File: src/rtl/pipe_pkg.sv
// Shared pipeline definitions: ALU class encodings, R-type funct codes and
// the internal ALU operation set used by the execute stage.
package pipe_pkg;

   localparam logic [1:0] ALUOP_ADD   = 2'b00;
   localparam logic [1:0] ALUOP_SUB   = 2'b01;
   localparam logic [1:0] ALUOP_RTYPE = 2'b10;

   localparam logic [5:0] FN_ADD = 6'b100000;
   localparam logic [5:0] FN_SUB = 6'b100010;
   localparam logic [5:0] FN_AND = 6'b100100;
   localparam logic [5:0] FN_OR  = 6'b100101;
   localparam logic [5:0] FN_SLT = 6'b101010;

   typedef enum logic [2:0] {
      ALU_ADD  = 3'd0,
      ALU_SUB  = 3'd1,
      ALU_AND  = 3'd2,
      ALU_OR   = 3'd3,
      ALU_SLT  = 3'd4,
      ALU_ZERO = 3'd5
   } alu_op_e;

endpackage

File: src/rtl/alu.sv
// Combinational ALU for the execute stage. Add/sub wrap, slt is signed
// and zero-extended; ALU_ZERO produces an all-zero result.
module alu
   import pipe_pkg::*;
#(
   parameter int DW = 32
) (
   input  alu_op_e         operation,
   input  logic [DW-1:0]   a,
   input  logic [DW-1:0]   b,
   output logic [DW-1:0]   result,
   output logic            zero
);

   logic [DW-1:0] result_s;

   // result selection for the requested operation
   always_comb begin
      result_s = {DW{1'b0}};
      case (operation)
         ALU_ADD:  result_s = a + b;
         ALU_SUB:  result_s = a - b;
         ALU_AND:  result_s = a & b;
         ALU_OR:   result_s = a | b;
         ALU_SLT:  result_s = ($signed(a) < $signed(b)) ? {{(DW-1){1'b0}}, 1'b1} : {DW{1'b0}};
         ALU_ZERO: result_s = {DW{1'b0}};
         default:  result_s = {DW{1'b0}};
      endcase
   end

   assign result = result_s;
   assign zero   = (result_s == {DW{1'b0}});

endmodule

File: src/rtl/ex_stage.sv
// Execute stage with EX/MEM pipeline register: operand forwarding from
// EX/MEM and MEM/WB, ALU control decode, destination select and registering.
module ex_stage
   import pipe_pkg::*;
#(
   parameter int DW = 32,
   parameter int RW = 5
) (
   input  logic            clk,
   input  logic            rst_n,
   input  logic [DW-1:0]   EX_regout1,
   input  logic [DW-1:0]   EX_regout2,
   input  logic [DW-1:0]   EX_signextension,
   input  logic [RW-1:0]   EX_Rs,
   input  logic [RW-1:0]   EX_Rt,
   input  logic [RW-1:0]   EX_Rd,
   input  logic            EX_regdst,
   input  logic            EX_memread,
   input  logic            EX_memwrite,
   input  logic            EX_memtoreg,
   input  logic            EX_alusrc,
   input  logic            EX_regwrite,
   input  logic [1:0]      EX_aluop,
   input  logic [DW-1:0]   WB_writedata,
   input  logic [RW-1:0]   WB_writereg,
   input  logic            WB_regwrite,
   input  logic            stall_EX_MEM,
   input  logic            flush_EX_MEM,
   output logic [DW-1:0]   MEM_aluresult,
   output logic [DW-1:0]   MEM_writedata,
   output logic [RW-1:0]   MEM_writereg,
   output logic            MEM_zero,
   output logic            MEM_memread,
   output logic            MEM_memwrite,
   output logic            MEM_memtoreg,
   output logic            MEM_regwrite
);

   logic [DW-1:0] aluresult_r;
   logic [DW-1:0] writedata_r;
   logic [RW-1:0] writereg_r;
   logic          zero_r;
   logic          memread_r;
   logic          memwrite_r;
   logic          memtoreg_r;
   logic          regwrite_r;

   logic [DW-1:0] fwd_a_s;
   logic [DW-1:0] fwd_b_s;
   logic [DW-1:0] alu_b_s;
   logic [DW-1:0] alu_result_s;
   logic          alu_zero_s;
   logic [RW-1:0] dest_s;
   logic [5:0]    funct_s;
   alu_op_e       alu_op_s;

   logic mem_hit_a_s, mem_hit_b_s, wb_hit_a_s, wb_hit_b_s;

   // Register $0 is hard-wired, so a write to it must never be forwarded.
   assign mem_hit_a_s = regwrite_r  && (writereg_r  != {RW{1'b0}}) && (writereg_r  == EX_Rs);
   assign mem_hit_b_s = regwrite_r  && (writereg_r  != {RW{1'b0}}) && (writereg_r  == EX_Rt);
   assign wb_hit_a_s  = WB_regwrite && (WB_writereg != {RW{1'b0}}) && (WB_writereg == EX_Rs);
   assign wb_hit_b_s  = WB_regwrite && (WB_writereg != {RW{1'b0}}) && (WB_writereg == EX_Rt);

   // operand forwarding, the younger EX/MEM result beats MEM/WB
   always_comb begin
      fwd_a_s = EX_regout1;
      fwd_b_s = EX_regout2;
      if (mem_hit_a_s) begin
         fwd_a_s = aluresult_r;
      end else if (wb_hit_a_s) begin
         fwd_a_s = WB_writedata;
      end else begin
         fwd_a_s = EX_regout1;
      end
      if (mem_hit_b_s) begin
         fwd_b_s = aluresult_r;
      end else if (wb_hit_b_s) begin
         fwd_b_s = WB_writedata;
      end else begin
         fwd_b_s = EX_regout2;
      end
   end

   assign funct_s = EX_signextension[5:0];
   assign alu_b_s = EX_alusrc ? EX_signextension : fwd_b_s;
   assign dest_s  = EX_regdst ? EX_Rd : EX_Rt;

   // ALU control decode from aluop class and funct field
   always_comb begin
      alu_op_s = ALU_ADD;
      case (EX_aluop)
         ALUOP_ADD: alu_op_s = ALU_ADD;
         ALUOP_SUB: alu_op_s = ALU_SUB;
         ALUOP_RTYPE: begin
            case (funct_s)
               FN_ADD:  alu_op_s = ALU_ADD;
               FN_SUB:  alu_op_s = ALU_SUB;
               FN_AND:  alu_op_s = ALU_AND;
               FN_OR:   alu_op_s = ALU_OR;
               FN_SLT:  alu_op_s = ALU_SLT;
               default: alu_op_s = ALU_ZERO;
            endcase
         end
         default: alu_op_s = ALU_ADD;
      endcase
   end

   alu #(.DW(DW)) u_alu (
      .operation (alu_op_s),
      .a         (fwd_a_s),
      .b         (alu_b_s),
      .result    (alu_result_s),
      .zero      (alu_zero_s)
   );

   // EX/MEM register: reset beats flush, flush beats stall
   always_ff @(posedge clk) begin
      if (!rst_n) begin
         aluresult_r <= {DW{1'b0}};
         writedata_r <= {DW{1'b0}};
         writereg_r  <= {RW{1'b0}};
         zero_r      <= 1'b0;
         memread_r   <= 1'b0;
         memwrite_r  <= 1'b0;
         memtoreg_r  <= 1'b0;
         regwrite_r  <= 1'b0;
      end else if (flush_EX_MEM) begin
         aluresult_r <= alu_result_s;
         writedata_r <= fwd_b_s;
         writereg_r  <= dest_s;
         zero_r      <= alu_zero_s;
         memread_r   <= 1'b0;
         memwrite_r  <= 1'b0;
         memtoreg_r  <= EX_memtoreg;
         regwrite_r  <= 1'b0;
      end else if (!stall_EX_MEM) begin
         aluresult_r <= alu_result_s;
         writedata_r <= fwd_b_s;
         writereg_r  <= dest_s;
         zero_r      <= alu_zero_s;
         memread_r   <= EX_memread;
         memwrite_r  <= EX_memwrite;
         memtoreg_r  <= EX_memtoreg;
         regwrite_r  <= EX_regwrite;
      end else begin
         aluresult_r <= aluresult_r;
         writedata_r <= writedata_r;
         writereg_r  <= writereg_r;
         zero_r      <= zero_r;
         memread_r   <= memread_r;
         memwrite_r  <= memwrite_r;
         memtoreg_r  <= memtoreg_r;
         regwrite_r  <= regwrite_r;
      end
   end

   assign MEM_aluresult = aluresult_r;
   assign MEM_writedata = writedata_r;
   assign MEM_writereg  = writereg_r;
   assign MEM_zero      = zero_r;
   assign MEM_memread   = memread_r;
   assign MEM_memwrite  = memwrite_r;
   assign MEM_memtoreg  = memtoreg_r;
   assign MEM_regwrite  = regwrite_r;

endmodule
File: config.mk
export PLATFORM = sky130hd
export DESIGN_NAME = ex_stage
export DESIGN_NICKNAME = d
export VERILOG_FILES = /design/src/rtl/pipe_pkg.sv /design/src/rtl/alu.sv /design/src/rtl/ex_stage.sv
export SDC_FILE = /design/constraint.sdc
export NUM_CORES = 1
export LEC_CHECK = 0
export ABC_AREA = 1
export CORE_AREA = 10 10 216 177
export CTS_BUF_LIST = sky130_fd_sc_hd__clkbuf_16
export DETAILED_ROUTE_END_ITERATION = 10
export DIE_AREA = 0 0 226 187
export GPL_ROUTABILITY_DRIVEN = 0
export PLACE_DENSITY_LB_ADDON = 0.25
export SLEW_MARGIN = 5
export SYNTH_ARGS = -nofsm -noshare
export SYNTH_HDL_FRONTEND = slang
export SYNTH_SLANG_ARGS = --single-unit
File: constraint.sdc
create_clock -name clk -period 4.8 [get_ports clk]
set_input_delay 0.96 -clock clk [delete_from_list [all_inputs] [get_ports clk]]
set_output_delay 0.96 -clock clk [all_outputs]
set_load 0.03 [all_outputs]
==> impl_metrics.yaml, run 1 <==
detailed_routing:
  antenna_left: 0
  dr.first_iter.drc_count: 1522
  dr_total_vias: 16160
  dr.pass1.iters: 6
  drt_wl_total_um: 57230
  vias_per_cell: 5.076
  drc: 0
  wl_per_cell_um: 17.98
clocking:
  insertion_delay_ps: 360
  clockRootBuffer: "clkbuf_16"
  cts_tree: "built"
  holdBufCountCts: 0
  clockBufferDepth: 2
  clk_pin_slew_ps: 60
  cts_buffers: 9
  htree_levels: 3
  cts_sinks: 74
power:
  p_comb_share_pct: 63.9
  power_density_mw_per_mm2: 219.4
  pwr-share-clk_pct: 18.3
  p_sw_share_pct: 44.01
  p_int_mw: 2.330
  p_switching_mw: 1.832
  total_power_mw: 4.162
  seqPwrFrac_pct: 17.9
  power_leakage_nw: 10.18
  peakVddDrop_uv: 188.4
sta:
  setup_viol: 0
  tightestPinTransition_ps: 1171
  max_freq_mhz: 214.3
  drv_slew: 0
  fin_skew_ps: 8.343
  period_minus_slack_ps: 4667
  max_slew_margin_pct: 21.42
  period_share_pct: 97.23
  hold_viol_final: 0
  setup_ws_ps: 133.2
  grt_setup_unrepaired: "true"
synth:
  synthesis.nets: 2424
  synth_top_area_cell: "nand2_1"
  syn_inst: 2162
  synth_seq_cells: 74
  ys_seq_area_share_pct: 12.65
  synth_cell_types: 41
  ys_warn_count: 0
  synth-edff-count: 0
  syn_area_mm2: 0.01171
  synthArstFlopShare_pct: 0
  yosys.area.top_type_share_pct: 20.93
  ys.flop_type: "dfxtp_1"
  synth_area_leaders: "nand2_1, inv_1, dfxtp_1"
  syn_area_per_cell_um2: 5.417
final_layout:
  final_common_cell: "nand2_1"
  diodes: 0
  final_util_pct: 55.60
  nFillCells: 3317
  drive_gt1_share_pct: 26.48
  final_cell_mix: "nand2_1, buf_4, inv_1"
  syn_to_final_growth_pct: 61.97
  nNetsFinal: 2999
die:
  dieArea_mm2: 0.04226
  coreArea_mm2: 0.03412
  floorplan.initialDensity_pct: 34.33
  ios: 235
  rows: 61
  die_h_um: 187
  die_x_um: 226
global_routing:
  antenna_found_initial: 0
  grt_overflow: 0
  first_global_vias: 15610
  grt_pass1_wl_um: 85180
  grt_max_degree: 66
  grt_usage_pct: 25.27
critical_path:
  crit_path_end_kind: "register"
  crit_required_ps: 5090
  path_class: "in -> reg"
  cp.arrival_ps: 4950
  reg2reg_depth: 27
  worstPathMaxFanout: 7
  cp-start-kind: "input port"
placement:
  place_ws_ps: -831.6
  dp_hpwl_um: 45220
  io_buffer_count: 234
outcome:
  outcome: "completed"
min_path:
  min_path_cells: 2
  hold_class: "reg -> reg"
run:
  max_cap_violations: 0
[critical path, cell delays in order]
cell             delay [ps]
clkdlybuf4s50_1         470
o41ai_2                  80
nor4_1                  330
nand2_2                 160
inv_4                   130
buf_12                  130
nand2_1                  80
a31oi_4                 210
o21ai_2                  80
inv_1                   100
ha_2                    180
inv_1                    50
fa_2                    380
inv_2                    80
nand3_1                  70
nand3_2                 100
nand4_1                 180
nand2_2                 210
nand2_2                 100
nand2_1                  80
nand2_1                  50
nand3_1                  80
nand3_2                 110
nor2_2                  120
nand2_1                  70
nor2_1                  100
nand4_1                  90
a21oi_1                 160
[layout make-up]
| class | instances | area (µm²) | share of cell area [%] |
|---|---|---|---|
| Multi-Input combinational cell | 1574 | 9323 | 49.15 |
| Sequential cell | 74 | 1481 | 7.810 |
| Clock buffer | 9 | 225.2 | 1.187 |
| Clock inverter | 7 | 93.84 | 0.4947 |
| Inverter | 417 | 1568 | 8.265 |
| Timing Repair Buffer | 661 | 5725 | 30.18 |
| Tap cell | 441 | 551.8 | 2.909 |
[what timing repair did]
item | CTS | global route
hold endpoints to repair | 0 | 0
setup endpoints to repair | 17 | 20
setup buffers | 11 | 24
cloned | 0 | 4
resized for setup | 167 | 192
pin swaps | 32 | 76
[metrics by stage]
stage / setup TNS, ps / cells / area, µm² / hold slack (ps)
floorplan: 0 / 2162 / 11710 / 587.6
global placement: -9940 / 3128 / 17120 / 451.9
detailed placement: -10760 / 3128 / 17120 / 458.4
CTS: 0 / 3155 / 18110 / 468.2
global route: -262.2 / 3183 / 18970 / 508.2
finish: 0 / 3183 / 18970 / 469.8
[synth_stat cells (3+ instances only)]
cell type,number
nor2_4,3
nand2_1,653
ha_1,99
a211oi_1,5
xnor2_1,5
a31oi_1,25
nand4_1,35
o22ai_1,11
buf_2,32
nand3_1,175
nor4_1,3
o21ai_0,138
xor2_1,28
o21bai_1,42
inv_1,413
o21ai_1,12
nor3_1,15
buf_1,7
nor2_2,3
nor2_1,174
dfxtp_1,74
buf_4,5
buf_6,6
clkbuf_1,46
and2_1,6
or2_2,26
nand3b_1,34
inv_2,3
a21oi_1,59
o211ai_1,9
[power by group through the flow]
stage,Clock [mW],Sequential [mW],Combinational [mW]
2_1_floorplan,0,0.864,1.04
3_3_place_gp,0,0.749,2.30
3_5_place_dp,0,0.751,2.33
4_1_cts,0.770,0.740,2.47
5_1_grt,0.796,0.752,2.85
6_report,0.761,0.744,2.66
[flip-flops by register name, indices dropped and copies added (netlist names)]
| name | count |
|---|---|
| MEM_aluresult | 32 |
| MEM_regwrite | 1 |
| MEM_memread | 1 |
| MEM_memwrite | 1 |
| MEM_memtoreg | 1 |
| MEM_writedata | 32 |
| MEM_writereg | 5 |
| MEM_zero | 1 |
[cell families (layout without fill, tap and decap cells)]
group           after synthesis  after routing  synth area share, %
fa+ha+maj                   101            101                10.92
buf+inv                     514           1094                17.37
simple gates               1137           1137                41.94
flops                        74             74                12.65
compound gates              303            303                14.65
xor+xnor                     33             33                2.468
[path summary, 6_finish.rpt]
| kind | slack (ps) | from | to |
|---|---|---|---|
| setup / recovery | 130 | WB_regwrite | MEM_zero$_SDFFE_PN0P_ |
| hold / removal | 470 | MEM_memread$_SDFFE_PP0N_ | MEM_memread$_SDFFE_PP0N_ |
| setup reg to reg | 590 | MEM_writereg[1]$_SDFFE_PN0P_ | MEM_zero$_SDFFE_PN0P_ |
| hold reg to reg | 470 | MEM_memread$_SDFFE_PP0N_ | MEM_memread$_SDFFE_PP0N_ |
[layer usage]
| layer | track usage [%] | up-vias | routed length, µm |
|---|---|---|---|
| li1 | - | 7887 | - |
| met1 | 31.74 | 7348 | 23030 |
| met2 | 42.36 | 790 | 26820 |
| met3 | 3.949 | 132 | 5098 |
| met4 | 9.650 | 0 | 2278 |
| met5 | 0 | - | 0 |
(Power assumes the default switching activity.)
==> run 2, diff against run 1 <==
--- a/config.mk
+++ b/config.mk
@@ -11,6 +11,7 @@
 export DETAILED_ROUTE_END_ITERATION = 10
 export DIE_AREA = 0 0 226 187
 export GPL_ROUTABILITY_DRIVEN = 0
+export GPL_TIMING_DRIVEN = 0
 export PLACE_DENSITY_LB_ADDON = 0.25
 export SLEW_MARGIN = 5
 export SYNTH_ARGS = -nofsm -noshare
==> run 2 against run 1 <==
Fmax hardly changed. Die area stayed put. Via count is 3.4% lower. Register-to-register slack hardly changed. Non-clock buffer count is 273 lower. Critical path type unchanged.
==> impl_metrics.yaml, run 2 (same netlist as run 1, synthesis figures left out) <==
sta:
  period_share_pct: 97.30
  tightestPinTransition_ps: 1071
  max_slew_margin_pct: 28.57
  setup_ws_ps: 129.7
  max_freq_mhz: 214.1
  setup_viol: 0
  drv_slew: 0
  fin_skew_ps: 8.906
  period_minus_slack_ps: 4670
  hold_viol_final: 0
critical_path:
  cp-start-kind: "input port"
  cp.arrival_ps: 4950
  crit_path_end_kind: "register"
  path_class: "in -> reg"
  worstPathMaxFanout: 10
  crit_required_ps: 5080
  r2r_slack_ps: 600
final_layout:
  nFillCells: 3514
  nNetsFinal: 2726
  drive_gt1_share_pct: 19.97
  syn_to_final_growth_pct: 44.74
  final_common_cell: "nand2_1"
  final_util_pct: 49.69
  diodes: 0
  final_cell_mix: "nand2_1, inv_1, clkdlybuf4s50_1"
global_routing:
  grt_max_degree: 14
  grt_pass1_wl_um: 84230
  antenna_found_initial: 0
  grt_overflow: 0
  grt_usage_pct: 25.78
  first_global_vias: 14480
detailed_routing:
  wl_per_cell_um: 20.03
  vias_per_cell: 5.362
  dr.first_iter.drc_count: 1911
  dr.pass1.iters: 6
  drc: 0
  drt_wl_total_um: 58280
  antenna_left: 0
  dr_total_vias: 15600
power:
  peakVddDrop_uv: 158.2
  power_density_mw_per_mm2: 222.0
  power_leakage_nw: 8.822
  total_power_mw: 3.763
clocking:
  cts_tree: "built"
  clk_pin_slew_ps: 60
  insertion_delay_ps: 360
  holdBufCountCts: 0
  cts_buffers: 9
  clockBufferDepth: 2
  clockRootBuffer: "clkbuf_16"
  cts_sinks: 74
  htree_levels: 3
die:
  floorplan.initialDensity_pct: 34.33
  coreArea_mm2: 0.03412
  die_h_um: 187
  ios: 235
  rows: 61
  die_x_um: 226
  dieArea_mm2: 0.04226
placement:
  place_ws_ps: -1496
  dp_hpwl_um: 47760
  io_buffer_count: 233
outcome:
  outcome: "completed"
run:
  max_cap_violations: 0
min_path:
  hold_class: "reg -> reg"
## run 2: timing repair
item	4_1_cts	5_1_grt
resized for setup	298	259
gates cloned	1	0
setup buffers	33	24
endpoints found under the setup margin	31	19
pin swaps	42	72
## run 2: routing by layer
metal  part of all wire [%]  wire [µm]  global-route usage (%)  vias to the layer above
met3                     12       7114                   7.475                       81
li1                       -          -                       -                     7357
met2                     44      25720                   39.69                      887
met4                    2.1       1245                   6.304                        2
met1                     41      24060                   34.43                     7276
met5                   0.23        134                       0                        -
## run 2: worst paths after layout
kind / from / end / cells past startpoint
setup / recovery: EX_Rs[3] / MEM_zero$_SDFFE_PN0P_ / 27
hold / removal: MEM_zero$_SDFFE_PN0P_ / MEM_zero$_SDFFE_PN0P_ / 2
setup reg to reg: MEM_writereg[0]$_SDFFE_PN0P_ / MEM_zero$_SDFFE_PN0P_ / 26
hold reg to reg: MEM_zero$_SDFFE_PN0P_ / MEM_zero$_SDFFE_PN0P_ / 2
## run 2: cell type report
cell class	count	area, µm²	share of cell area [%]
sequential	74	1481	8.739
inverter	417	1570	9.263
buffer	97	675.6	3.986
clock buffer	9	225.2	1.329
clock inverter	7	93.84	0.5536
timing repair buffer	291	2763	16.30
tap	441	551.8	3.255
multi-input combinational	1574	9590	56.58
## run 2: stage by stage
step / cells / hold slack (ps) / TNS (ps) / cell area, µm²
global route: 2910 / 504.1 / -46.95 / 16950
floorplan: 2162 / 587.6 / 0 / 11710
detailed placement: 2836 / 461.6 / -30380 / 14600
finish: 2910 / 474.8 / 0 / 16950
global placement: 2836 / 450.1 / -29010 / 14600
CTS: 2886 / 469.5 / 0 / 15990
## run 2: critical path, stage by stage
cell and delay [ps]:
clkdlybuf4s50_1 460, xor2_1 160, nor4_1 310, nand4_1 130, buf_4 180, buf_2 240, nand3_1 140, o21ai_2 80
inv_1 100, ha_1 230, clkbuf_4 200, nor2_2 150, inv_1 100, nor2_1 150, inv_1 110, nor2_4 170
and2_1 170, nand2_2 70, nand2_1 70, nand2_1 40, nand3_1 90, nand3_2 110, nor2_2 130, nand2_2 80
nor2_2 100, nand4_1 100, a21oi_1 120
## run 2: power breakdown
group	leakage, nW	switching (mW)	total [mW]	internal [mW]
Clock	0.151	0.295	0.749	0.454
Combinational	8.05	1.42	2.25	0.838
Sequential	0.616	0.0802	0.761	0.680
==> run 3, diff against run 2 <==
--- a/config.mk
+++ b/config.mk
@@ -6,6 +6,7 @@
 export NUM_CORES = 1
 export LEC_CHECK = 0
 export ABC_AREA = 1
+export ABC_CLOCK_PERIOD_IN_PS = 4800
 export CORE_AREA = 10 10 216 177
 export CTS_BUF_LIST = sky130_fd_sc_hd__clkbuf_16
 export DETAILED_ROUTE_END_ITERATION = 10
==> results of run 3 <==
Final layout, timing and power as in run 2 (identical DEF).
